==> src/rtl/instr_encoder.sv <==
// instr_encoder: encodes MIPS-style instruction requests into words
// and writes them sequentially into a 256-word instruction memory image.
module instr_encoder (
  input  logic        clk,
  input  logic        rst_n,
  input  logic        clear,
  input  logic        in_valid,
  output logic        in_ready,
  input  logic [4:0]  op_sel,
  input  logic [4:0]  rs,
  input  logic [4:0]  rt,
  input  logic [4:0]  rd,
  input  logic [15:0] imm,
  input  logic [25:0] target,
  output logic        im_we,
  output logic [7:0]  im_addr,
  output logic [31:0] im_data,
  output logic        err,
  output logic        full,
  output logic [8:0]  count
);

  typedef enum logic [1:0] {
    IDLE,
    ENCODE,
    WRITE,
    FULL
  } state_e;

  state_e      state_q, state_d;
  logic [8:0]  count_q, count_d;
  logic [7:0]  addr_q, addr_d;
  logic [31:0] data_q, data_d;
  logic        we_q, we_d;
  logic        err_q, err_d;
  logic        full_q, full_d;
  logic [4:0]  op_q, op_d;
  logic [4:0]  rs_q, rs_d;
  logic [4:0]  rt_q, rt_d;
  logic [4:0]  rd_q, rd_d;
  logic [15:0] imm_q, imm_d;
  logic [25:0] tgt_q, tgt_d;

  logic [5:0]  opcode;
  logic [5:0]  funct;
  logic [31:0] enc_word;
  logic        is_r;
  logic        is_j;
  logic        is_lui;

  assign in_ready = (state_q == IDLE);
  assign im_we    = we_q;
  assign im_addr  = addr_q;
  assign im_data  = data_q;
  assign err      = err_q;
  assign full     = full_q;
  assign count    = count_q;

  assign is_r   = (op_q < 5'd5);
  assign is_j   = (op_q == 5'd5) || (op_q == 5'd6);
  assign is_lui = (op_q == 5'd13);

  // Map the registered op select to its opcode/funct and build the word
  always_comb begin
    opcode   = 6'd0;
    funct    = 6'd0;
    enc_word = 32'd0;
    case (op_q)
      5'd0:    funct  = 6'h20;
      5'd1:    funct  = 6'h22;
      5'd2:    funct  = 6'h24;
      5'd3:    funct  = 6'h25;
      5'd4:    funct  = 6'h2A;
      5'd5:    opcode = 6'd2;
      5'd6:    opcode = 6'd3;
      5'd7:    opcode = 6'd4;
      5'd8:    opcode = 6'd5;
      5'd9:    opcode = 6'd8;
      5'd10:   opcode = 6'd10;
      5'd11:   opcode = 6'd12;
      5'd12:   opcode = 6'd13;
      5'd13:   opcode = 6'd15;
      5'd14:   opcode = 6'd35;
      5'd15:   opcode = 6'd43;
      default: opcode = 6'd0;
    endcase
    unique case (1'b1)
      is_r:
        enc_word = {6'd0, rs_q, rt_q, rd_q,
                    5'd0, funct};
      is_j:
        enc_word = {opcode, tgt_q};
      default:
        enc_word = {opcode,
                    is_lui ? 5'd0 : rs_q,
                    rt_q, imm_q};
    endcase
  end

  // Next-state and next-output logic; clear overrides everything
  always_comb begin
    state_d = state_q;
    count_d = count_q;
    addr_d  = addr_q;
    data_d  = data_q;
    we_d    = 1'b0;
    err_d   = 1'b0;
    full_d  = full_q;
    op_d    = op_q;
    rs_d    = rs_q;
    rt_d    = rt_q;
    rd_d    = rd_q;
    imm_d   = imm_q;
    tgt_d   = tgt_q;
    unique case (state_q)
      IDLE: begin
        if (in_valid) begin
          op_d  = op_sel;
          rs_d  = rs;
          rt_d  = rt;
          rd_d  = rd;
          imm_d = imm;
          tgt_d = target;
          if (op_sel < 5'd16) state_d = ENCODE;
          else                err_d   = 1'b1;
        end
      end
      ENCODE: begin
        state_d = WRITE;
        we_d    = 1'b1;
        addr_d  = count_q[7:0];
        data_d  = enc_word;
      end
      WRITE: begin
        count_d = count_q + 9'd1;
        if (count_q == 9'd255) begin
          state_d = FULL;
          full_d  = 1'b1;
        end else begin
          state_d = IDLE;
        end
      end
      FULL: begin
        full_d = 1'b1;
      end
      default: state_d = IDLE;
    endcase
    if (clear) begin
      state_d = IDLE;
      count_d = 9'd0;
      addr_d  = addr_q;
      data_d  = data_q;
      we_d    = 1'b0;
      err_d   = 1'b0;
      full_d  = 1'b0;
    end
  end

  // State, output and field registers with immediate async reset
  always_ff @(posedge clk or negedge rst_n) begin
    if (!rst_n) begin
      state_q <= IDLE;
      count_q <= 9'd0;
      addr_q  <= 8'd0;
      data_q  <= 32'd0;
      we_q    <= 1'b0;
      err_q   <= 1'b0;
      full_q  <= 1'b0;
      op_q    <= 5'd0;
      rs_q    <= 5'd0;
      rt_q    <= 5'd0;
      rd_q    <= 5'd0;
      imm_q   <= 16'd0;
      tgt_q   <= 26'd0;
    end else begin
      state_q <= state_d;
      count_q <= count_d;
      addr_q  <= addr_d;
      data_q  <= data_d;
      we_q    <= we_d;
      err_q   <= err_d;
      full_q  <= full_d;
      op_q    <= op_d;
      rs_q    <= rs_d;
      rt_q    <= rt_d;
      rd_q    <= rd_d;
      imm_q   <= imm_d;
      tgt_q   <= tgt_d;
    end
  end

endmodule
==> config.mk <==
export PLATFORM = sky130hd
export DESIGN_NAME = instr_encoder
export DESIGN_NICKNAME = d
export VERILOG_FILES = /design/src/rtl/instr_encoder.sv
export SDC_FILE = /design/constraint.sdc
export NUM_CORES = 1
export LEC_CHECK = 0
export CAP_MARGIN = 20
export CORE_ASPECT_RATIO = 0.7
export CORE_MARGIN = 3
export CORE_UTILIZATION = 40
export DETAILED_ROUTE_END_ITERATION = 16
export PLACE_DENSITY = 0.67
export SYNTH_ARGS = -nofsm -noshare
export SYNTH_HDL_FRONTEND = slang
export SYNTH_SLANG_ARGS = --single-unit
==> constraint.sdc <==
create_clock -name clk -period 3.3 [get_ports clk]
set_clock_uncertainty 0.15 [all_clocks]
set_input_delay 0.33 -clock clk [delete_from_list [all_inputs] [get_ports clk]]
set_output_delay 0.33 -clock clk [all_outputs]
set_load 0.02 [all_outputs]
==> metrics.cfg, run 1 <==
[outcome]
status = complete, no violations

[route]
postRouteAntennaNets = 0
drt_iter0_markers = 198
wirelength_mm = 11.7
drt_pass1_iterations = 4
wire_per_inst_um = 16.9
drcViolationCount = 0
viasPerCell = 5.08
vias = 3514

[power]
p_comb_share_pct = 34.3
p_sw_share_pct = 32.9
p_leak_nw = 2.86
p_sw_w = 0.00215
intPower_w = 0.00440
power_density_nw_per_um2 = 966
vdd_drop_max_uv = 469
clockPowerShare_pct = 28.3
pwr-share-seq_pct = 37.4

[synthesis]
ys_top_cells_by_area = dfrtp_1 (59%), mux2_2 (14%), nor2_1 (3.5%)
synth_top_cell_by_area = dfrtp_1
netlist_area_um2 = 4870
synth.distinct_cells = 44
synthesis.nets = 479
synth.top_cell.area_share_pct = 59.1
yosysSeqAreaShare_pct = 59.1
ys_ff_latch = 115
syn_inst = 407
synth_async_sr_flop_share_pct = 100
avgSynthCellArea_um2 = 12.0
synth-warning-count = 0
synth_edf_count = 0
synth_top_flop_cell = dfrtp_1

[finish]
syn2layout_area_growth_pct = 39.5
final_common_cell = clkdlybuf4s50_1
drive_gt1_share_pct = 19.6
nets = 594
finalNonFillerCells = 692
n_antenna_cell = 0
mostFrequentLayoutCells = clkdlybuf4s50_1 (116), dfrtp_1 (115), mux2_2 (62)
fillers = 1004
final_area_um2 = 6790

[timing]
tns_ns = 0
tightest_slew_ns = 0.909
slew_headroom_pct = 39.4
slew_violations = 0
fmax_ghz = 0.420
fin_crit_sh_pct = 72.2
rsz0062_at_grt = no
setup_viol = 0
finalCriticalPeriod_ns = 2.38
hold_viol_final = 0

[place]
placed_cell_area_um2 = 6170
post-dp-hpwl_mm = 7.75
placedCellCount = 659
gp_congestion = 0.855
port_buffers = 117

[floorplanning]
pin_count = 119
initial_core_util_pct = 41.2
core_area_um2 = 11800
rows = 33
die_y_um = 98.3
die_w_um = 138
die_area_um2 = 13500

[clock_network]
cts_tree = done
cts_resized = 0
htreeDepth = 4
clkTransAtPathRegs_ns = 0.05
clock-sinks = 115
cts_buffers = 17
clock_path_buffers = 2
insertion_delay_ns = 0.40
postCtsSetupRepairBufs = 0
cts-root-buf = clkbuf_16

[job]
maxCapViolCount = 0

[worst_setup_path]
path_max_fanout = 23
cp-end-kind = flop
cp.required_ns = 3.47
worstPathArrival_ns = 2.55
path_class = flop to flop
start_kind = flop

[global_route]
grt_max_degree = 70
grt_pass1_vias = 3785
grt_usage_pct = 18.4
grt_antenna_before_repair = 0
grt_pass1_wl_mm = 19.3
overflow = 0

[hold_path]
hp-class = flop to flop

-- final cells by class --
type	instances	area [um2]	area share, %
well taps	157	196	2.89
inverters	7	26.3	0.387
multi-input cells	260	1860	27.3
repair buffers	121	1230	18.1
clock buffers	22	474	6.99
clock inverters	10	130	1.92
flip-flops and latches	115	2880	42.4
-- routing by layer --
layer	wire (um)	vias to the layer above	GRT usage (%)
met5	0	-	0
met1	5400	1739	24.2
met4	68	0	4.78
met3	1030	7	7.93
li1	-	1668	-
met2	5230	100	28.1
-- cells by family after synthesis --
| family | after synthesis | share of synthesized area [%] |
|---|---|---|
| compound gates | 66 | 9.26 |
| xor+xnor | 6 | 1.08 |
| fa+ha+maj | 6 | 1.54 |
| buf+inv | 32 | 2.83 |
| flops | 115 | 59.1 |
| mux | 71 | 16.2 |
| other cells | 1 | 0.0771 |
| simple gates | 110 | 9.87 |
-- power groups by stage --
stage | combinational (W) | clock, W | sequential, W
2_1_floorplan | 0.00130 | 0 | 0.00254
3_3_place_gp | 0.00222 | 0 | 0.00243
3_5_place_dp | 0.00226 | 0 | 0.00246
4_1_cts | 0.00228 | 0.00189 | 0.00245
5_1_grt | 0.00247 | 0.00197 | 0.00254
6_report | 0.00225 | 0.00186 | 0.00245
-- per-stage QoR --
| step | util [%] | power, W | worst slack (ns) | hold slack [ns] |
|---|---|---|---|---|
| 2_1_floorplan | - | 0.00383 | 1.36 | -0.116 |
| 3_3_place_gp | 52.3 | 0.00465 | 0.794 | 0.313 |
| 3_5_place_dp | 52.3 | 0.00472 | 0.710 | 0.320 |
| 4_1_cts | 57.5 | 0.00663 | 0.885 | 0.333 |
| 5_1_grt | 57.5 | 0.00698 | 0.774 | 0.367 |
| 6_report | 57.5 | 0.00655 | 0.917 | 0.327 |
-- registers in the layout (all words and copies together), names as in the netlist --
signal,cells
im_data,31
tgt_q,26
imm_q,16
count,9
im_addr,8
op_q,5
rd_q,5
rs_q,5
rt_q,5
state_q,2
err,1
full,1
im_we,1
-- final timing paths --
check,endpoint,depth (start not counted),slack (ns),startpoint
setup / recovery,im_data[13]$_DFFE_PN0P_,4,0.92,op_q[2]$_DFFE_PN0P_
hold / removal,im_addr[3]$_DFFE_PN0P_,2,0.33,im_addr[3]$_DFFE_PN0P_
setup reg to reg,im_data[13]$_DFFE_PN0P_,4,0.92,op_q[2]$_DFFE_PN0P_
hold reg to reg,im_addr[3]$_DFFE_PN0P_,2,0.33,im_addr[3]$_DFFE_PN0P_
max in group asynchronous,tgt_q[18]$_DFFE_PN0P_,3,1.77,rst_n
min in group asynchronous,im_we$_DFF_PN0_,2,0.45,rst_n
-- what timing repair did --
| item | in CTS | in global routing |
|---|---|---|
| endpoints found under the setup margin | 0 | 0 |
| hold buffers | 1 | 0 |
| endpoints found under the hold margin | 68 | 0 |
-- worst max-delay path, cell delays in order (launching register included) --
cell	delay, ns
dfrtp_1	0.63
or3b_4	0.46
nor2_4	0.57
a222oi_1	0.25
a21oi_1	0.23
-- Yosys cell counts (2+ instances only) --
cell / n
mux2i_1: 9
nor3b_1: 2
nand2b_1: 4
buf_2: 5
a21oi_1: 19
o41ai_1: 3
o31ai_1: 2
clkbuf_1: 16
xnor2_1: 2
a222oi_1: 5
ha_1: 6
a221oi_1: 14
nand2_1: 42
nor2_1: 46
dfrtp_1: 115
and3_1: 2
mux2_2: 62
or2_2: 2
o21ai_1: 7
inv_1: 6
nor2b_1: 2
buf_1: 2
or3_1: 2
nand4_1: 3
xor2_1: 4
o21ai_0: 7
Note: power is estimated with default switching activity, not from simulation.
==> run 2, diff against run 1 <==
- clock period: 3.3 -> 2.22 ns (I/O delays scaled with it)
==> run 2 against run 1 <==
Net effect:
- total power grew 49%
- sequential cell count unchanged
- setup slack lost 0.65 ns
- largest cell class unchanged
- largest power group unchanged
- cell count increased by 2.0%
- register-to-register slack got worse by 0.65 ns
==> metrics.cfg, run 2 (synthesis results as in run 1) <==
[power]
total_power_w = 0.00977  ; +49%
p_leak_nw = 2.94  ; +2.6%
power_density_nw_per_um2 = 1410  ; +46%
p_sw_share_pct = 32.9  ; about the same
vdd_drop_max_uv = 759  ; +62%
clockPowerShare_pct = 27.3  ; -1.0 points
intPower_w = 0.00656  ; +49%
p_sw_w = 0.00321  ; +49%
p_comb_share_pct = 35.8  ; +1.5 points
pwr-share-seq_pct = 36.9  ; -0.5 points

[worst_setup_path]
path_delay_family = simple AND/OR/NAND/NOR gates
cp-end-kind = flop
start_kind = flop
worstPathArrival_ns = 2.12  ; -0.43 ns
path_class = flop to flop
slowest_delay_ns = 0.44  ; -0.19 ns
path_max_fanout = 5  ; -78%
critPathSlowestCell = dfrtp_1
cpMostUsedCell = ha_1
cp.required_ns = 2.39  ; -1.08 ns
crit_buf_inv = 0  ; unchanged
cp_cell_sequence = ha_1 -> nand3_1 -> nor2_1 -> ha_1 -> a21oi_1 -> or3b_2 -> mux2i_1

[global_route]
grt_max_degree = 64  ; -8.6%
grtUsageMet2_pct = 26.5  ; -1.7 points
grt_usage_pct = 18.0  ; -0.40 points
grt_pass1_vias = 3592  ; -5.1%
grt_pass1_wl_mm = 18.7  ; -3.0%
grt_use_met1_pct = 24.9  ; +0.70 points
grt_antenna_before_repair = 0  ; unchanged
gr-usage-met3_pct = 7.11  ; -0.82 points
overflow = 0  ; unchanged
busiest_layer = met2

[timing]
rsz0062_at_grt = no
tns_ns = 0  ; unchanged
fin_crit_sh_pct = 88.2  ; +16 points
hold_viol_final = 0  ; unchanged
tightest_slew_ns = 0.543  ; -0.366 ns
setup_viol = 0  ; unchanged
slew_headroom_pct = 63.7  ; +24 points
fmax_ghz = 0.511  ; +22%
slew_violations = 0  ; unchanged
finalCriticalPeriod_ns = 1.96  ; -0.426 ns
setup_slack_ns = 0.263  ; -0.654 ns

[route]
wire_per_inst_um = 16.5  ; -2.7%
postRouteAntennaNets = 0  ; unchanged
vias = 3543  ; +0.83%
drt_pass1_iterations = 5  ; +1
drcViolationCount = 0  ; unchanged
wirelength_mm = 11.6  ; -0.75%
viasPerCell = 5.02  ; -1.2%
drt_iter0_markers = 181  ; -8.6%

[floorplanning]
pin_count = 119  ; unchanged
die_area_um2 = 13500  ; unchanged
die_y_um = 98.3  ; unchanged
die_w_um = 138  ; unchanged
core_area_um2 = 11800  ; unchanged
initial_core_util_pct = 41.2  ; unchanged
rows = 33  ; unchanged

[finish]
largest_reg_flops = 31  ; unchanged
syn2layout_area_growth_pct = 42.1
nets = 608  ; +2.4%
n_antenna_cell = 0  ; unchanged
finalNonFillerCells = 706  ; +2.0%
drive_gt1_share_pct = 21.7  ; +2.0 points
mostFrequentLayoutCells = dfrtp_1 (115), clkdlybuf4s50_1 (115), mux2_2 (62)
final_area_um2 = 6910  ; +1.9%

[clock_network]
postCtsSetupRepairBufs = 0  ; unchanged
clkTransAtPathRegs_ns = 0.05  ; about the same
cts-root-buf = clkbuf_16
clock-sinks = 115  ; unchanged
insertion_delay_ns = 0.40  ; about the same
clock_path_buffers = 2  ; unchanged
cts_tree = done
htreeDepth = 4  ; unchanged
cts_buffers = 17  ; unchanged

[place]
post-dp-hpwl_mm = 7.93  ; +2.4%
placed_cell_area_um2 = 6300  ; +2.1%
port_buffers = 117  ; unchanged
place_ws_ns = 0.206  ; -0.504 ns
gp_congestion = 0.802  ; -6.2%
placedCellCount = 673  ; +2.1%

[outcome]
status = complete, no violations

[hold_path]
hp-class = input pin to async pin

[job]
maxCapViolCount = 0  ; unchanged

## run 2: worst register-to-register path, stage by stage (launching register included)
cell and delay, ns:
dfrtp_1 0.44, ha_1 0.25, nand3_1 0.09, nor2_1 0.12
ha_1 0.19, a21oi_1 0.08, or3b_2 0.44, mux2i_1 0.13
## run 2: per-layer routing
layer	vias up	wire, um
li1	1698	-
met2	109	5330
met3	2	883
met5	-	0
met1	1734	5390
met4	0	29
## run 2: area by class of cell
cell class	count	area, um2
multi-input cells	260	1860
flip-flops and latches	115	2880
clock buffers	23	488
well taps	157	196
clock inverters	9	103
repair buffers	135	1360
fillers	991	4900
inverters	7	26.3
## run 2: per-stage QoR
step / util (%) / hold WS, ns
after floorplan: - / -0.224
after global placement: 53.4 / 0.0551
after detailed placement: 53.4 / 0.0612
after CTS: 58.5 / 0.165
after global routing: 58.5 / 0.227
final: 58.5 / 0.172
## run 2: path summary, 6_finish.rpt
check | startpoint | to | slack (ns) | cells past startpoint
worst max-delay path | count[0]$_DFFE_PN0P_ | state_q[1]$_DFFE_PN0P_ | 0.26 | 7
worst min-delay path | rst_n | im_we$_DFF_PN0_ | 0.17 | 2
worst max register to register | count[0]$_DFFE_PN0P_ | state_q[1]$_DFFE_PN0P_ | 0.26 | 7
max in group asynchronous | rst_n | tgt_q[21]$_DFFE_PN0P_ | 1.07 | 3
worst min register to register | im_addr[7]$_DFFE_PN0P_ | im_addr[7]$_DFFE_PN0P_ | 0.32 | 2
min in group clk | target[13] | tgt_q[13]$_DFFE_PN0P_ | 0.28 | 2
## run 2: what timing repair did
item,CTS,global route
endpoints found under the setup margin,0,7
hold buffers,1,0
gates resized for setup,0,2
endpoints found under the hold margin,32,0
## run 2: power by group through the flow
stage | combinational (W) | sequential [W] | clock [W]
6_report | 0.00349 | 0.00361 | 0.00267
5_1_grt | 0.00381 | 0.00373 | 0.00283
4_1_cts | 0.00352 | 0.00361 | 0.00273
3_3_place_gp | 0.00343 | 0.00360 | 0
3_5_place_dp | 0.00351 | 0.00363 | 0
2_1_floorplan | 0.00193 | 0.00377 | 0
==> run 3, diff against run 2 <==
- CORE_UTILIZATION: 40 -> 43
- PLACE_DENSITY: 0.67 -> 0.71
==> run 3 against run 2 <==
Net effect:
- via count is 0.73% higher
- largest cell class unchanged
- die area fell by 6.6%
- non-clock buffer count is 3 lower
- worst hold slack got worse by 0.024 ns
- critical path type unchanged
- wire length grew 1.1%
- core utilization up 6.1 points
- cell count decreased by 1.7%
- total power is 0.85% higher
- register-to-register slack lost 0.02 ns
- design area down 0.25%
- largest power group unchanged
==> metrics.cfg, run 3 (synthesis results as in run 1) <==
[outcome]
status = complete, no violations

[clock_network]
cts_tree = done
cts_buffers = 17  ; unchanged
cts-root-buf = clkbuf_16
clkTransAtPathRegs_ns = 0.06  ; about the same
htreeDepth = 4  ; unchanged
clock_path_buffers = 2  ; unchanged
insertion_delay_ns = 0.40  ; about the same
clock-sinks = 115  ; unchanged

[floorplanning]
core_area_um2 = 10700  ; -9.7%
die_y_um = 95  ; -3.3%
pin_count = 119  ; unchanged
die_w_um = 133  ; -3.4%
rows = 31  ; -6.1%
initial_core_util_pct = 45.6  ; +4.4 points
die_area_um2 = 12600  ; -6.6%

[timing]
rsz0062_at_grt = no
fin_crit_sh_pct = 88.9  ; +0.79 points
slew_violations = 0  ; unchanged
setup_viol = 0  ; unchanged
fmax_ghz = 0.506  ; -0.89%
tns_ns = 0  ; unchanged
hold_viol_final = 0  ; unchanged
setup_slack_ns = 0.245  ; -0.0175 ns
tightest_slew_ns = 0.524  ; -0.0187 ns
finalCriticalPeriod_ns = 1.97  ; +0.0175 ns
slew_headroom_pct = 64.8  ; +1.1 points

[route]
drt_iter0_markers = 310  ; +71%
wire_per_inst_um = 16.9  ; +2.8%
drcViolationCount = 0  ; unchanged
postRouteAntennaNets = 0  ; unchanged
wirelength_mm = 11.8  ; +1.1%
drt_pass1_iterations = 4  ; -1
vias = 3569  ; +0.73%
viasPerCell = 5.14  ; +2.5%

[hold_path]
hp-class = input pin to async pin

[place]
place_ws_ns = 0.278  ; +0.0721 ns
post-dp-hpwl_mm = 8.11  ; +2.2%
gp_congestion = 0.767  ; -4.4%
port_buffers = 117  ; unchanged

[worst_setup_path]
rr_startpoint = count[0]$_DFFE_PN0P_
path_class = flop to flop
critPathLaunch = count[0]$_DFFE_PN0P_
cp.required_ns = 2.39  ; about the same
worstPathArrival_ns = 2.15  ; +0.03 ns
cp-end-kind = flop
r2r_slack_ns = 0.25  ; -0.02 ns
start_kind = flop
path_max_fanout = 5  ; unchanged

[finish]
n_antenna_cell = 0  ; unchanged
syn2layout_area_growth_pct = 41.7
largest_reg_flops = 31  ; unchanged
nets = 605  ; -0.49%
ff_latch_area_um2 = 2880  ; unchanged
mostFrequentLayoutCells = dfrtp_1 (115), clkdlybuf4s50_1 (115), mux2_2 (62)
drive_gt1_share_pct = 21.4  ; -0.25 points
multi_input_comb_area_um2 = 1860  ; -0.40%
final_util_pct = 64.6  ; +6.1 points
fillers = 826  ; -17%

[global_route]
overflow = 0  ; unchanged
grt_pass1_wl_mm = 19.2  ; +3.0%
grt_pass1_vias = 3638  ; +1.3%
grt_antenna_before_repair = 0  ; unchanged
grt_usage_pct = 19.6  ; +1.6 points
grt_max_degree = 64  ; unchanged

[power]
power_density_nw_per_um2 = 1430  ; +1.1%
p_leak_nw = 2.92  ; -0.65%
vdd_drop_max_uv = 814  ; +7.3%

[job]
maxCapViolCount = 0  ; unchanged

## run 3: changes by cell type in the layout (fill, tap and decap cells not counted)
cell | previous run | this run
clkbuf_8 | 4 | 1
bufinv_16 | 2 | 3
clkinvlp_4 | 3 | 6
o21ai_2 | 0 | 1
inv_6 | 0 | 1
buf_12 | 4 | 5
clkbuf_1 | 2 | 1
clkinv_2 | 4 | 3
buf_4 | 14 | 10
o21ai_4 | 1 | 0
## run 3: area by class of cell
cell class	instances	area share, %
clock buffers	19	6.42
repair buffers	132	19.6
multi-input cells	260	26.9
well taps	148	2.69
flip-flops and latches	115	41.7
inverters	7	0.381
clock inverters	13	2.30
## run 3: worst paths after layout
path                                           to  depth (start not counted)
max                        state_q[1]$_DFFE_PN0P_                          7
max reg2reg                state_q[1]$_DFFE_PN0P_                          7
min                           op_q[4]$_DFFE_PN0P_                          2
max in group asynchronous   tgt_q[24]$_DFFE_PN0P_                          3
min reg2reg                im_addr[0]$_DFFE_PN0P_                          2
min in group clk              rd_q[2]$_DFFE_PN0P_                          2
## run 3: routing by layer
metal / global-route usage, % / vias up / part of all wire [%]
met2: 28.2 / 121 / 45
met4: 6.25 / 0 / 0.60
met3: 7.29 / 8 / 7.2
met5: 0 / - / 0
li1: - / 1681 / -
met1: 27.6 / 1759 / 47
## run 3: per-stage QoR
step,std cells,total power [W],hold slack [ns],cell area (um2)
2_1_floorplan,407,0.00570,-0.224,4870
3_3_place_gp,661,0.00702,0.0323,6280
3_5_place_dp,661,0.00716,0.0378,6280
4_1_cts,694,0.00994,0.149,6890
5_1_grt,694,0.0104,0.170,6900
6_report,694,0.00985,0.148,6900
## run 3: what timing repair did
item	4_1_cts	5_1_grt
endpoints found under the setup margin	0	1
endpoints found under the hold margin	28	0
setup buffers	0	0
gates resized for setup	0	1
hold buffers	1	0
## run 3: where the power goes
| part | internal [W] | switching (W) | leakage (nW) |
|---|---|---|---|
| clock network | 0.00179 | 0.000946 | 0.277 |
| registers | 0.00300 | 0.000606 | 1.39 |
| logic | 0.00179 | 0.00172 | 1.25 |
## run 3: critical path, cell delays in order (launching register included)
cell and delay, ns:
dfrtp_1 0.45, ha_1 0.25, nand3_1 0.09, nor2_1 0.14, ha_1 0.19, a21oi_1 0.07
or3b_2 0.43, mux2i_1 0.13
